<file path="src/rtl/brq_ifu_fetch_fifo_if.sv">
// Handshake bundle between the fetch FIFO, the instruction memory response path and IF/ID.
// The slave modport is the FIFO itself; the master modport is its environment.
interface brq_ifu_fetch_fifo_if #(
    parameter int Depth = 3
);
    logic                         clear_i;
    logic [31:0]                  in_addr_i;
    logic                         in_valid_i;
    logic [31:0]                  in_rdata_i;
    logic                         in_err_i;
    logic                         in_ready_o;
    logic [$clog2(Depth+1)-1:0]   free_cnt_o;
    logic                         out_valid_o;
    logic                         out_ready_i;
    logic [31:0]                  out_rdata_o;
    logic [31:0]                  out_addr_o;
    logic                         out_err_o;
    logic                         out_err_plus2_o;

    modport master (
        output clear_i, in_addr_i, in_valid_i, in_rdata_i, in_err_i, out_ready_i,
        input  in_ready_o, free_cnt_o, out_valid_o, out_rdata_o, out_addr_o,
               out_err_o, out_err_plus2_o
    );

    modport slave (
        input  clear_i, in_addr_i, in_valid_i, in_rdata_i, in_err_i, out_ready_i,
        output in_ready_o, free_cnt_o, out_valid_o, out_rdata_o, out_addr_o,
               out_err_o, out_err_plus2_o
    );
endinterface

</file>
<file path="src/rtl/brq_ifu_fetch_fifo.sv">
// Fetch FIFO and RISC-V 16/32-bit instruction aligner for the brq IFU.
// Optional macro BRQ_FETCH_FIFO_BYPASS_EN forwards an arriving word straight into the aligner.
module brq_ifu_fetch_fifo #(
    parameter int Depth = 3
) (
    input logic                 clk_i,
    input logic                 rst_i,
    brq_ifu_fetch_fifo_if.slave fifo_if
);
    localparam int PtrW = $clog2(Depth);
    localparam int CntW = $clog2(Depth + 1);
    localparam logic [PtrW-1:0] LastPtr  = PtrW'(Depth - 1);
    localparam logic [CntW-1:0] DepthCnt = CntW'(Depth);

    logic [31:0]     data_q [Depth];
    logic            err_q  [Depth];
    logic [PtrW-1:0] rptr_q, rptr_d, wptr_q, wptr_d, rptr_nxt;
    logic [CntW-1:0] cnt_q, cnt_d;
    logic [31:0]     addr_q, addr_d;

    logic        push, push_store, pop, free_w0, free_stored;
    logic        w0_vld, w1_vld, w0_err_raw, w1_err_raw, w0_err, w1_err;
    logic [31:0] w0_data;
    logic [15:0] w1_lo;
    logic        half, compressed, straddle, out_valid;
    logic        unused_addr0;

    function automatic logic [PtrW-1:0] incPtr(input logic [PtrW-1:0] p);
        return (p == LastPtr) ? '0 : p + PtrW'(1);
    endfunction

    assign unused_addr0 = fifo_if.in_addr_i[0];
    assign rptr_nxt     = incPtr(rptr_q);

    assign fifo_if.in_ready_o = (cnt_q < DepthCnt);
    assign fifo_if.free_cnt_o = DepthCnt - cnt_q;
    assign push = fifo_if.in_valid_i & fifo_if.in_ready_o & ~fifo_if.clear_i;

    // W0/W1 are the two oldest words visible to the aligner.
    always_comb begin
        w0_vld     = (cnt_q != '0);
        w0_data    = data_q[rptr_q];
        w0_err_raw = err_q[rptr_q];
        w1_vld     = (cnt_q > CntW'(1));
        w1_lo      = data_q[rptr_nxt][15:0];
        w1_err_raw = err_q[rptr_nxt];
`ifdef BRQ_FETCH_FIFO_BYPASS_EN
        if (push) begin
            if (cnt_q == '0) begin
                w0_vld     = 1'b1;
                w0_data    = fifo_if.in_rdata_i;
                w0_err_raw = fifo_if.in_err_i;
            end else if (cnt_q == CntW'(1)) begin
                w1_vld     = 1'b1;
                w1_lo      = fifo_if.in_rdata_i[15:0];
                w1_err_raw = fifo_if.in_err_i;
            end
        end
`endif
    end

    assign w0_err     = w0_vld & w0_err_raw;
    assign w1_err     = w1_vld & w1_err_raw;
    assign half       = addr_q[1];
    assign compressed = half ? (w0_data[17:16] != 2'b11) : (w0_data[1:0] != 2'b11);
    assign straddle   = half & ~compressed;

    // A straddling instruction with a faulting first word is presented without waiting for W1.
    assign out_valid = w0_vld & (~straddle | w1_vld | w0_err);

    assign fifo_if.out_valid_o     = out_valid;
    assign fifo_if.out_rdata_o     = half ? {(w1_vld ? w1_lo : 16'h0), w0_data[31:16]} : w0_data;
    assign fifo_if.out_addr_o      = addr_q;
    assign fifo_if.out_err_o       = w0_err | (straddle & w1_err);
    assign fifo_if.out_err_plus2_o = straddle & w1_err & ~w0_err;

    assign pop         = out_valid & fifo_if.out_ready_i;
    assign free_w0     = pop & (half | ~compressed);
    assign free_stored = free_w0 & (cnt_q != '0);
    // With an empty FIFO the only way W0 can be freed is via the bypass, so that word is never stored.
    assign push_store  = push & ~(free_w0 & (cnt_q == '0));

    always_comb begin
        rptr_d = rptr_q;
        wptr_d = wptr_q;
        cnt_d  = cnt_q;
        addr_d = addr_q;
        if (fifo_if.clear_i) begin
            rptr_d = '0;
            wptr_d = '0;
            cnt_d  = '0;
            addr_d = {fifo_if.in_addr_i[31:1], 1'b0};
        end else begin
            if (push_store) wptr_d = incPtr(wptr_q);
            if (free_stored) rptr_d = rptr_nxt;
            if (pop) addr_d = addr_q + (compressed ? 32'd2 : 32'd4);
            cnt_d = cnt_q + CntW'(push_store) - CntW'(free_stored);
        end
    end

    always_ff @(posedge clk_i or posedge rst_i) begin
        if (rst_i) begin
            rptr_q <= '0;
            wptr_q <= '0;
            cnt_q  <= '0;
            addr_q <= '0;
        end else begin
            rptr_q <= rptr_d;
            wptr_q <= wptr_d;
            cnt_q  <= cnt_d;
            addr_q <= addr_d;
        end
    end

    always_ff @(posedge clk_i or posedge rst_i) begin
        if (rst_i) begin
            for (int i = 0; i < Depth; i++) begin
                data_q[i] <= '0;
                err_q[i]  <= 1'b0;
            end
        end else if (push_store) begin
            data_q[wptr_q] <= fifo_if.in_rdata_i;
            err_q[wptr_q]  <= fifo_if.in_err_i;
        end
    end
endmodule

</file>
<file path="src/flat_wrapper.sv">
// flat-port wrapper written by rule: the top's interface ports become plain ports
module brq_ifu_fetch_fifo_flat 
#(
    parameter int Depth = 3
)
  (clk_i, rst_i, fifo_if_clear_i, fifo_if_in_addr_i, fifo_if_in_valid_i, fifo_if_in_rdata_i, fifo_if_in_err_i, fifo_if_out_ready_i, fifo_if_in_ready_o, fifo_if_free_cnt_o, fifo_if_out_valid_o, fifo_if_out_rdata_o, fifo_if_out_addr_o, fifo_if_out_err_o, fifo_if_out_err_plus2_o);
  brq_ifu_fetch_fifo_if #(.Depth(Depth)) fifo_if_i ();
  input logic clk_i;
  input logic rst_i;
  input wire logic [$bits(fifo_if_i.clear_i)-1:0] fifo_if_clear_i;
  input wire logic [$bits(fifo_if_i.in_addr_i)-1:0] fifo_if_in_addr_i;
  input wire logic [$bits(fifo_if_i.in_valid_i)-1:0] fifo_if_in_valid_i;
  input wire logic [$bits(fifo_if_i.in_rdata_i)-1:0] fifo_if_in_rdata_i;
  input wire logic [$bits(fifo_if_i.in_err_i)-1:0] fifo_if_in_err_i;
  input wire logic [$bits(fifo_if_i.out_ready_i)-1:0] fifo_if_out_ready_i;
  output wire logic [$bits(fifo_if_i.in_ready_o)-1:0] fifo_if_in_ready_o;
  output wire logic [$bits(fifo_if_i.free_cnt_o)-1:0] fifo_if_free_cnt_o;
  output wire logic [$bits(fifo_if_i.out_valid_o)-1:0] fifo_if_out_valid_o;
  output wire logic [$bits(fifo_if_i.out_rdata_o)-1:0] fifo_if_out_rdata_o;
  output wire logic [$bits(fifo_if_i.out_addr_o)-1:0] fifo_if_out_addr_o;
  output wire logic [$bits(fifo_if_i.out_err_o)-1:0] fifo_if_out_err_o;
  output wire logic [$bits(fifo_if_i.out_err_plus2_o)-1:0] fifo_if_out_err_plus2_o;
  assign fifo_if_i.clear_i = fifo_if_clear_i;
  assign fifo_if_i.in_addr_i = fifo_if_in_addr_i;
  assign fifo_if_i.in_valid_i = fifo_if_in_valid_i;
  assign fifo_if_i.in_rdata_i = fifo_if_in_rdata_i;
  assign fifo_if_i.in_err_i = fifo_if_in_err_i;
  assign fifo_if_i.out_ready_i = fifo_if_out_ready_i;
  assign fifo_if_in_ready_o = fifo_if_i.in_ready_o;
  assign fifo_if_free_cnt_o = fifo_if_i.free_cnt_o;
  assign fifo_if_out_valid_o = fifo_if_i.out_valid_o;
  assign fifo_if_out_rdata_o = fifo_if_i.out_rdata_o;
  assign fifo_if_out_addr_o = fifo_if_i.out_addr_o;
  assign fifo_if_out_err_o = fifo_if_i.out_err_o;
  assign fifo_if_out_err_plus2_o = fifo_if_i.out_err_plus2_o;
  brq_ifu_fetch_fifo #(.Depth(Depth)) u_core (.clk_i(clk_i), .rst_i(rst_i), .fifo_if(fifo_if_i));
endmodule
</file>
<file path="config.mk">
export PLATFORM = sky130hd
export DESIGN_NAME = brq_ifu_fetch_fifo_flat
export DESIGN_NICKNAME = d
export VERILOG_FILES = /design/src/rtl/brq_ifu_fetch_fifo_if.sv /design/src/rtl/brq_ifu_fetch_fifo.sv /design/src/flat_wrapper.sv
export SDC_FILE = /design/constraint.sdc
export NUM_CORES = 1
export LEC_CHECK = 0
export CORE_MARGIN = 10
export CORE_UTILIZATION = 47
export DETAILED_ROUTE_END_ITERATION = 7
export PLACE_DENSITY = 0.72
export SYNTH_ARGS = -nofsm -noshare
export SYNTH_HDL_FRONTEND = slang
export SYNTH_SLANG_ARGS = --single-unit
export TNS_END_PERCENT = 30
</file>
<file path="constraint.sdc">
create_clock -name clk_i -period 4.2 [get_ports clk_i]
set_clock_uncertainty 0.05 [all_clocks]
set_input_delay 0.84 -clock clk_i [delete_from_list [all_inputs] [get_ports clk_i]]
set_output_delay 0.84 -clock clk_i [all_outputs]
set_load 0.01 [all_outputs]
</file>
Yosys cells after proc, flatten, opt, wreduce, memory -nomap -nowiden
Cells that the tools add are included.
Operators by class
  reductions and logical operators: 6
  multiplexer cells: 31
  eq/ne operators: 4
  bitwise logic cells: 25
  $lt $le $gt $ge: 6
  add/sub/neg operators: 6
Operator list (count)
  two-way mux 32 bit: 6
  binary-select mux 32 bit (select 2 bit): 2
  bitwise mux 96 bit: 1
  demux 32 bit (select 2 bit): 1
  two-way mux 16 bit: 3
  adder 32 bit: 1
  two-way mux 2 bit: 7
  AND 1 bit: 13
  >= comparator 3 bit (second input constant): 3
  NOT 2 -> 3 bit: 3
  nonzero test 2 bit: 4
  two-way mux 1 bit: 6
  NOT 1 bit: 5
  adder 2 x 1 -> 2 bit (second input constant): 2
  binary-select mux 1 bit (select 2 bit): 2
  == test 2 bit (second input constant): 2
  inequality test 2 bit (second input constant): 2
  bitwise OR 1 bit: 4
  bitwise mux 3 bit: 1
  less-than comparator 3 x 1 -> 1 bit (second input constant): 1
  two-way mux 3 bit: 1
  adder 2 x 1 -> 2 bit: 1
  demux 1 bit (select 2 bit): 1
  greater-than comparator 2 x 1 -> 1 bit (second input constant): 1
  other kinds (5): 5
Storage, ports and cells
  input port bits: 70
  register bits: 137

Longest topological paths before layout
Gate-level depths: netlist of run 1.
  word-level depth: 20
  depth in mapped cells: 15

Least setup slack after synthesis of run 1
OpenSTA, ideal clock, no wires.
  path kind: register to register
  start: register u_core.rptr_q[0]
  end: register u_core.addr_q[21] (netlist: u_core.fifo_if.out_addr_o[21])
  required time: 4.026 ns
  cell stages (with the launch flop): 12
  slack: 0.861 ns
  library setup time: 0.124 ns
  arrival: 3.166 ns
  period minus slack after synthesis: 3.339 ns
  cells stage by stage: dfrtp_1 clkbuf_1 nor2b_1 a21oi_1 a21oi_1 nand2_1 fa_1 nand4b_1 nor4_4 nand2_4 o31a_1 o31a_1
On the way
  word-level cells in the longest chain between the ends: 14
  elaborated cells between the ends (all ways): 23
  those cells by class: 1 x add/sub; 2 x eq/ne; 10 x mux; 9 x bitwise; 1 x reduce/logical
RTL lines
  start, declared: line brq_ifu_fetch_fifo.sv:17  | logic [PtrW-1:0] rptr_q, rptr_d, wptr_q, wptr_d, rptr_nxt;
  start signal, assigned: line brq_ifu_fetch_fifo.sv:108  | rptr_q <= rptr_d;
  NOT 2 -> 3 bit (implied by the code) *: line brq_ifu_fetch_fifo.sv:42, brq_ifu_fetch_fifo.sv:43
  parallel branches: the longest is 13 deep, another holds adder 32 bit
  end signal, assigned: line brq_ifu_fetch_fifo.sv:111  | addr_q <= addr_d;
  end, declared: line brq_ifu_fetch_fifo.sv:19  | logic [31:0] addr_q, addr_d;
Every way passes the cells marked *. The select of a mux whose other input is x is not followed.
A chain may end at the register's enable or synchronous reset.

Worst setup path in the final report of run 1
  start: register u_core.rptr_q[1]
  end: output fifo_if_out_err_plus2_o
On the way
  word-level cells in the longest chain between the ends: 10
  elaborated cells between the ends (all ways): 24
  those cells by class: 1 x add/sub; 3 x eq/ne; 11 x mux; 9 x bitwise
RTL lines
  parallel branches: the longest is 9 deep, another holds adder 2 x 1 -> 2 bit
  AND 1 bit *: line brq_ifu_fetch_fifo.sv:75  | assign fifo_if.out_err_plus2_o = straddle & w1_err & ~w0_err;
  end, declared: line flat_wrapper.sv:22  | output wire logic [$bits(fifo_if_i.out_err_plus2_o)-1:0] fifo_if_out_err_plus2_o;
Marks and branches as above.

==> results.py, run 1 <==
metrics = {
    "worst_setup_path": {
        "cp_slowest_cell": "clkdlybuf4s50_1",
        "crit_buf_inv": 2,
        "worstSetupPathType": "reg2out",
        "crit_fanout": 14,
        "cp_common_cell": "a21oi_1",
        "startpoint": "u_core.rptr_q[1]",
        "cp-end-kind": "primary output",
        "cp.required_ps": 3310,
        "start_kind": "flop",
        "cp.arrival_ps": 3080,
        "cp_slowest_stage_delay_ps": 590,
        "timing.rr.start": "u_core.rptr_q[1]",
        "crit_chain": "nor2b_2, buf_4, a21oi_1, a21oi_1, and2_1, ha_1, nand2_1, nor3_1, clkdlybuf4s50_1",
        "crit_family": "buffers and inverters",
    },
    "cells_and_area": {
        "mostFrequentLayoutCells": "clkdlybuf4s50_1, dfrtp_1, mux2_2",
        "area_growth_pct": 30.9,
        "layout_commonest_cell": "clkdlybuf4s50_1",
        "final_nets": 886,
        "drive_above_1_share_pct": 21.4,
    },
    "power_and_ir_drop": {
        "power-per-cell-area_nw_per_um2": 588,
        "comb_power_share_pct": 37.1,
        "ir_worst_vdd_mv": 0.305,
        "p_sw_mw": 1.86,
        "intPower_mw": 3.72,
        "power.share.sequential_pct": 35.7,
        "netSwitchingFraction_pct": 33.3,
        "p_leak_nw": 3.79,
        "clkPwrFrac_pct": 27.2,
        "power_mw": 5.58,
    },
    "run_status": {
        "run_status": "complete, no violations",
    },
    "clock_network": {
        "clock-sinks": 136,
        "h-tree-depth": 4,
        "cts_inserted_buffers": 17,
        "cts_root_buffer": "clkbuf_16",
        "clkTransAtPathRegs_ps": 60,
        "cts_tree": "built",
        "insertion_delay_ps": 420,
        "ctsLongestPathBuffers": 2,
    },
    "routing": {
        "firstDrtPassIters": 5,
        "vias_per_cell": 5.71,
        "wl_per_cell_microns": 19.6,
        "ant_nets": 0,
        "num_vias": 5769,
        "drt-initial-drc-count": 345,
        "drc": 0,
        "wl_microns": 19800,
    },
    "sta": {
        "rsz0062_at_grt": "no",
        "fmax_mhz": 252,
        "slew_headroom_pct": 37.9,
        "final-hold-violation-count": 0,
        "fin_crit_ps": 3970,
        "fin_tns_setup_ps": 0,
        "finalMaxSlewViolations": 0,
        "period_share_pct": 94.4,
        "finalSetupViolations": 0,
        "worst_pin_slew_ps": 929,
    },
    "synth": {
        "synth-seq-cells": 136,
        "synth_flop_cell": "dfrtp_1",
        "async_flop_share_pct": 100,
        "syn_area_sq_um": 7250,
        "synth_cell_type_count": 41,
        "synth_warnings": 0,
        "syn_avg_cell_area_sq_um": 10.8,
        "syn_inst": 674,
        "synth_nets": 751,
        "synth-seq-area-share_pct": 47.0,
        "synth_edf_count": 0,
    },
    "global_routing": {
        "grt_pass1_vias": 5971,
        "grt_max_degree": 59,
        "grtUsageTotal_pct": 19.3,
        "grt_pass1_wl_microns": 31500,
        "overflow": 0,
        "antenna_found_initial": 1,
    },
    "floorplanning": {
        "die_w_microns": 144,
        "die_y_microns": 144,
        "pin_count": 140,
        "start_util_pct": 47.8,
        "dieArea_sq_um": 20800,
        "core_region_area_sq_um": 15100,
        "rows": 45,
    },
    "placed_design": {
        "gp_congestion": 0.814,
        "place_hpwl_microns": 14000,
        "io_buffers": 137,
    },
    "min_path": {
        "hold_path_class": "reg2reg",
        "min-delay-start": "u_core.data_q[62]",
    },
    "flow_run": {
        "max_cap_violations": 0,
    },
}
power groups by stage:
| stage | Combinational [mW] | Sequential [mW] | Clock [mW] |
|---|---|---|---|
| 6_report | 2.07 | 1.99 | 1.52 |
| 3_3_place_gp | 1.98 | 1.97 | 0 |
| 5_1_grt | 2.27 | 2.05 | 1.60 |
| 4_1_cts | 2.07 | 1.99 | 1.54 |
| 2_1_floorplan | 1.25 | 1.93 | 0 |
| 3_5_place_dp | 2.05 | 2.01 | 0 |
kinds of logic (layout without fill, tap and decap cells):
family          Yosys count  in the layout  synth area share [%]
buf+inv                  57            205                  3.42
flops                   136            136                  47.0
mux                     158            158                  23.7
simple gates            167            167                  11.7
fa+ha+maj                 7              7                  1.31
compound gates          119            119                  9.36
xor+xnor                 29             29                  3.50
other cells               1              2                0.0517
final cells by class:
class                   instances  area [sq um]
diodes                          1          2.50
clock buffers                  20           457
clock inverters                12           150
fillers                      1187          5660
inverters                      11          45.0
multi-input cells             481          3620
flip-flops and latches        136          3410
well taps                     188           235
repair buffers                162          1570
state kept, by name (all words and copies together) (netlist names):
name                       count
u_core.cnt_q                   2
u_core.data_q                 96
u_core.err_q                   3
u_core.fifo_if.out_addr_o     31
u_core.rptr_q                  2
u_core.wptr_q                  2
final timing paths:
check,slack (ps),end,depth (start not counted)
max,230,fifo_if_out_err_plus2_o,9
min,450,u_core.data_q[62],1
max reg2reg,550,u_core.fifo_if.out_addr_o[21],13
min reg2reg,450,u_core.data_q[62],1
max in group asynchronous,2230,u_core.data_q[10],3
min in group asynchronous,920,u_core.wptr_q[1],2
metrics by stage:
stage	setup slack (ps)	hold WS (ps)	cells	utilization, %	area (sq um)
CTS	217	458	1006	62.4	9450
global placement	691	439	974	58.4	8850
floorplan	861	430	674	-	7250
global route	19.0	472	1010	62.6	9480
finish	233	454	1011	62.6	9490
detailed placement	647	445	974	58.4	8850
layer usage:
layer  global-route usage, %  vias to the layer above  wire (microns)
li1                        -                     2699               -
met1                    23.9                     2897            8330
met2                    32.1                      141           10100
met3                    4.95                       32             985
met4                    6.65                        0             347
met5                       0                        -               0
timing repair:
| item | in CTS | in global routing |
|---|---|---|
| gates resized for setup | 0 | 0 |
| setup endpoints to repair | 0 | 1 |
| buffers inserted | 0 | 4 |
| hold buffers | 0 | 0 |
synth_stat cells (6+ instances only):
library cell	count	area, sq um
a211oi_1	15	113
a21oi_1	53	265
buf_2	18	90.1
clkbuf_1	21	78.8
dfrtp_1	136	3400
ha_1	6	75.1
inv_1	11	41.3
mux2_2	106	1190
mux2i_1	52	521
nand2_1	36	135
nand3_1	14	70.1
nand4_1	22	138
nor2_1	62	233
o21ai_0	28	140
o22ai_1	17	106
xnor2_1	10	87.6
xor2_1	19	166
No activity file was read; power rests on OpenSTA's default activity.
==> run 2, diff against run 1 <==
Settings changed: CORE_ASPECT_RATIO set to 0.75.
==> run 2 against run 1 <==
- via count up 0.68%
- register-to-register slack worse by 30 ps
- routed wire length up 2.7%
- non-clock buffer count down 7
- largest power group unchanged
==> results.py, run 2 (synthesized netlist as in run 1, its figures left out) <==
metrics = {
    "sta": {
        "worst_slack_ps": 263,
        "fin_crit_ps": 3940,
        "finalMaxSlewViolations": 0,
        "finalSetupViolations": 0,
        "worst_pin_slew_ps": 1120,
        "fin_tns_setup_ps": 0,
        "final-hold-violation-count": 0,
        "fin_worst_hold_slack_ps": 455,
        "fmax_mhz": 254,
        "slew_headroom_pct": 25.0,
        "period_share_pct": 93.7,
        "rsz0062_at_grt": "no",
    },
    "global_routing": {
        "overflow": 0,
        "grt_pass1_vias": 6139,
        "grt_pass1_wl_microns": 32500,
        "antenna_found_initial": 4,
        "grt_max_degree": 59,
        "grtUsageTotal_pct": 19.5,
    },
    "cells_and_area": {
        "layout_commonest_cell": "clkdlybuf4s50_1",
        "top_register": "u_core.data_q",
        "drive_above_1_share_pct": 20.9,
        "largest_reg_flops": 96,
        "mostFrequentLayoutCells": "clkdlybuf4s50_1, dfrtp_1, mux2_2",
        "final_nets": 879,
        "area_growth_pct": 30.1,
    },
    "worst_setup_path": {
        "cp.arrival_ps": 3050,
        "cp_common_cell": "a21oi_1",
        "crit_fanout": 20,
        "cp_slowest_cell": "dfrtp_2",
        "cp-end-kind": "primary output",
        "crit_family": "flip-flops",
        "crit_buf_inv": 1,
        "reg2regPathDepth": 14,
        "crit_chain": "mux2i_1, o22ai_1, nor2_1, a21oi_1, and2_1, ha_1, nand2_1, a21oi_1, clkdlybuf4s50_1",
        "cp.required_ps": 3310,
        "worst-path-stages": 9,
        "start_kind": "flop",
        "worstSetupPathType": "reg2out",
        "cp_slowest_stage_delay_ps": 680,
    },
    "floorplanning": {
        "die_y_microns": 128,
        "core_region_area_sq_um": 15200,
        "dieArea_sq_um": 20800,
        "start_util_pct": 47.8,
        "rows": 39,
        "pin_count": 140,
        "die_w_microns": 163,
    },
    "clock_network": {
        "cts_inserted_buffers": 17,
        "cts_root_buffer": "clkbuf_16",
        "cts_tree": "built",
        "post-cts-setup-buffer-count": 0,
        "hold_buffers": 0,
        "insertion_delay_ps": 420,
        "clock-sinks": 136,
        "h-tree-depth": 4,
        "clkTransAtPathRegs_ps": 60,
        "cts_resized": 0,
        "ctsLongestPathBuffers": 2,
    },
    "routing": {
        "firstDrtPassIters": 5,
        "num_vias": 5808,
        "wl_per_cell_microns": 19.9,
        "vias_per_cell": 5.69,
        "ant_nets": 0,
        "wl_microns": 20300,
        "drt-initial-drc-count": 414,
        "drc": 0,
    },
    "run_status": {
        "run_status": "complete, no violations",
    },
    "min_path": {
        "min_delay_path_depth": 1,
        "hold_path_class": "reg2reg",
    },
    "placed_design": {
        "place_hpwl_microns": 13900,
        "io_buffers": 137,
        "gp_congestion": 0.821,
        "pre_cts_slack_ps": 601,
    },
    "power_and_ir_drop": {
        "power-per-cell-area_nw_per_um2": 582,
        "p_leak_nw": 3.73,
        "ir_worst_vdd_mv": 0.347,
    },
    "flow_run": {
        "max_cap_violations": 0,
    },
}
[run 2: final cells by class]
| type | count | area [sq um] |
|---|---|---|
| inverters | 11 | 45.0 |
| clock buffers | 20 | 457 |
| fillers | 1195 | 5750 |
| clock inverters | 12 | 119 |
| diodes | 1 | 2.50 |
| multi-input cells | 481 | 3620 |
| flip-flops and latches | 136 | 3410 |
| well taps | 205 | 256 |
| repair buffers | 155 | 1510 |
[run 2: per-layer routing]
layer	global-route usage, %	wire length, microns	vias up
li1	-	-	2676
met5	0	41	-
met2	32.0	10100	164
met3	6.35	1250	31
met1	23.3	8660	2931
met4	7.35	325	6
[run 2: power by group]
group,switching [mW],internal [mW]
sequential,0.299,1.70
combinational,1.00,1.05
clock,0.588,0.852
[run 2: final timing paths]
| path | start | endpoint | slack [ps] |
|---|---|---|---|
| max in group asynchronous | rst_i | u_core.fifo_if.out_addr_o[6] | 2230 |
| hold reg to reg | u_core.data_q[86] | u_core.data_q[86] | 460 |
| setup reg to reg | u_core.rptr_q[1] | u_core.fifo_if.out_addr_o[21] | 520 |
| setup / recovery | u_core.rptr_q[1] | fifo_if_out_err_o | 260 |
| min in group asynchronous | rst_i | u_core.data_q[11] | 960 |
| hold / removal | u_core.data_q[86] | u_core.data_q[86] | 460 |
[run 2: metrics by stage]
step	std cells	util [%]	power, mW	area, sq um
final	1021	62.1	5.49	9430
after global routing	1020	62.1	5.83	9420
after CTS	1020	62.1	5.52	9420
after detailed placement	988	58.3	4.06	8850
after global placement	988	58.3	3.95	8850
after floorplan	674	-	3.18	7250
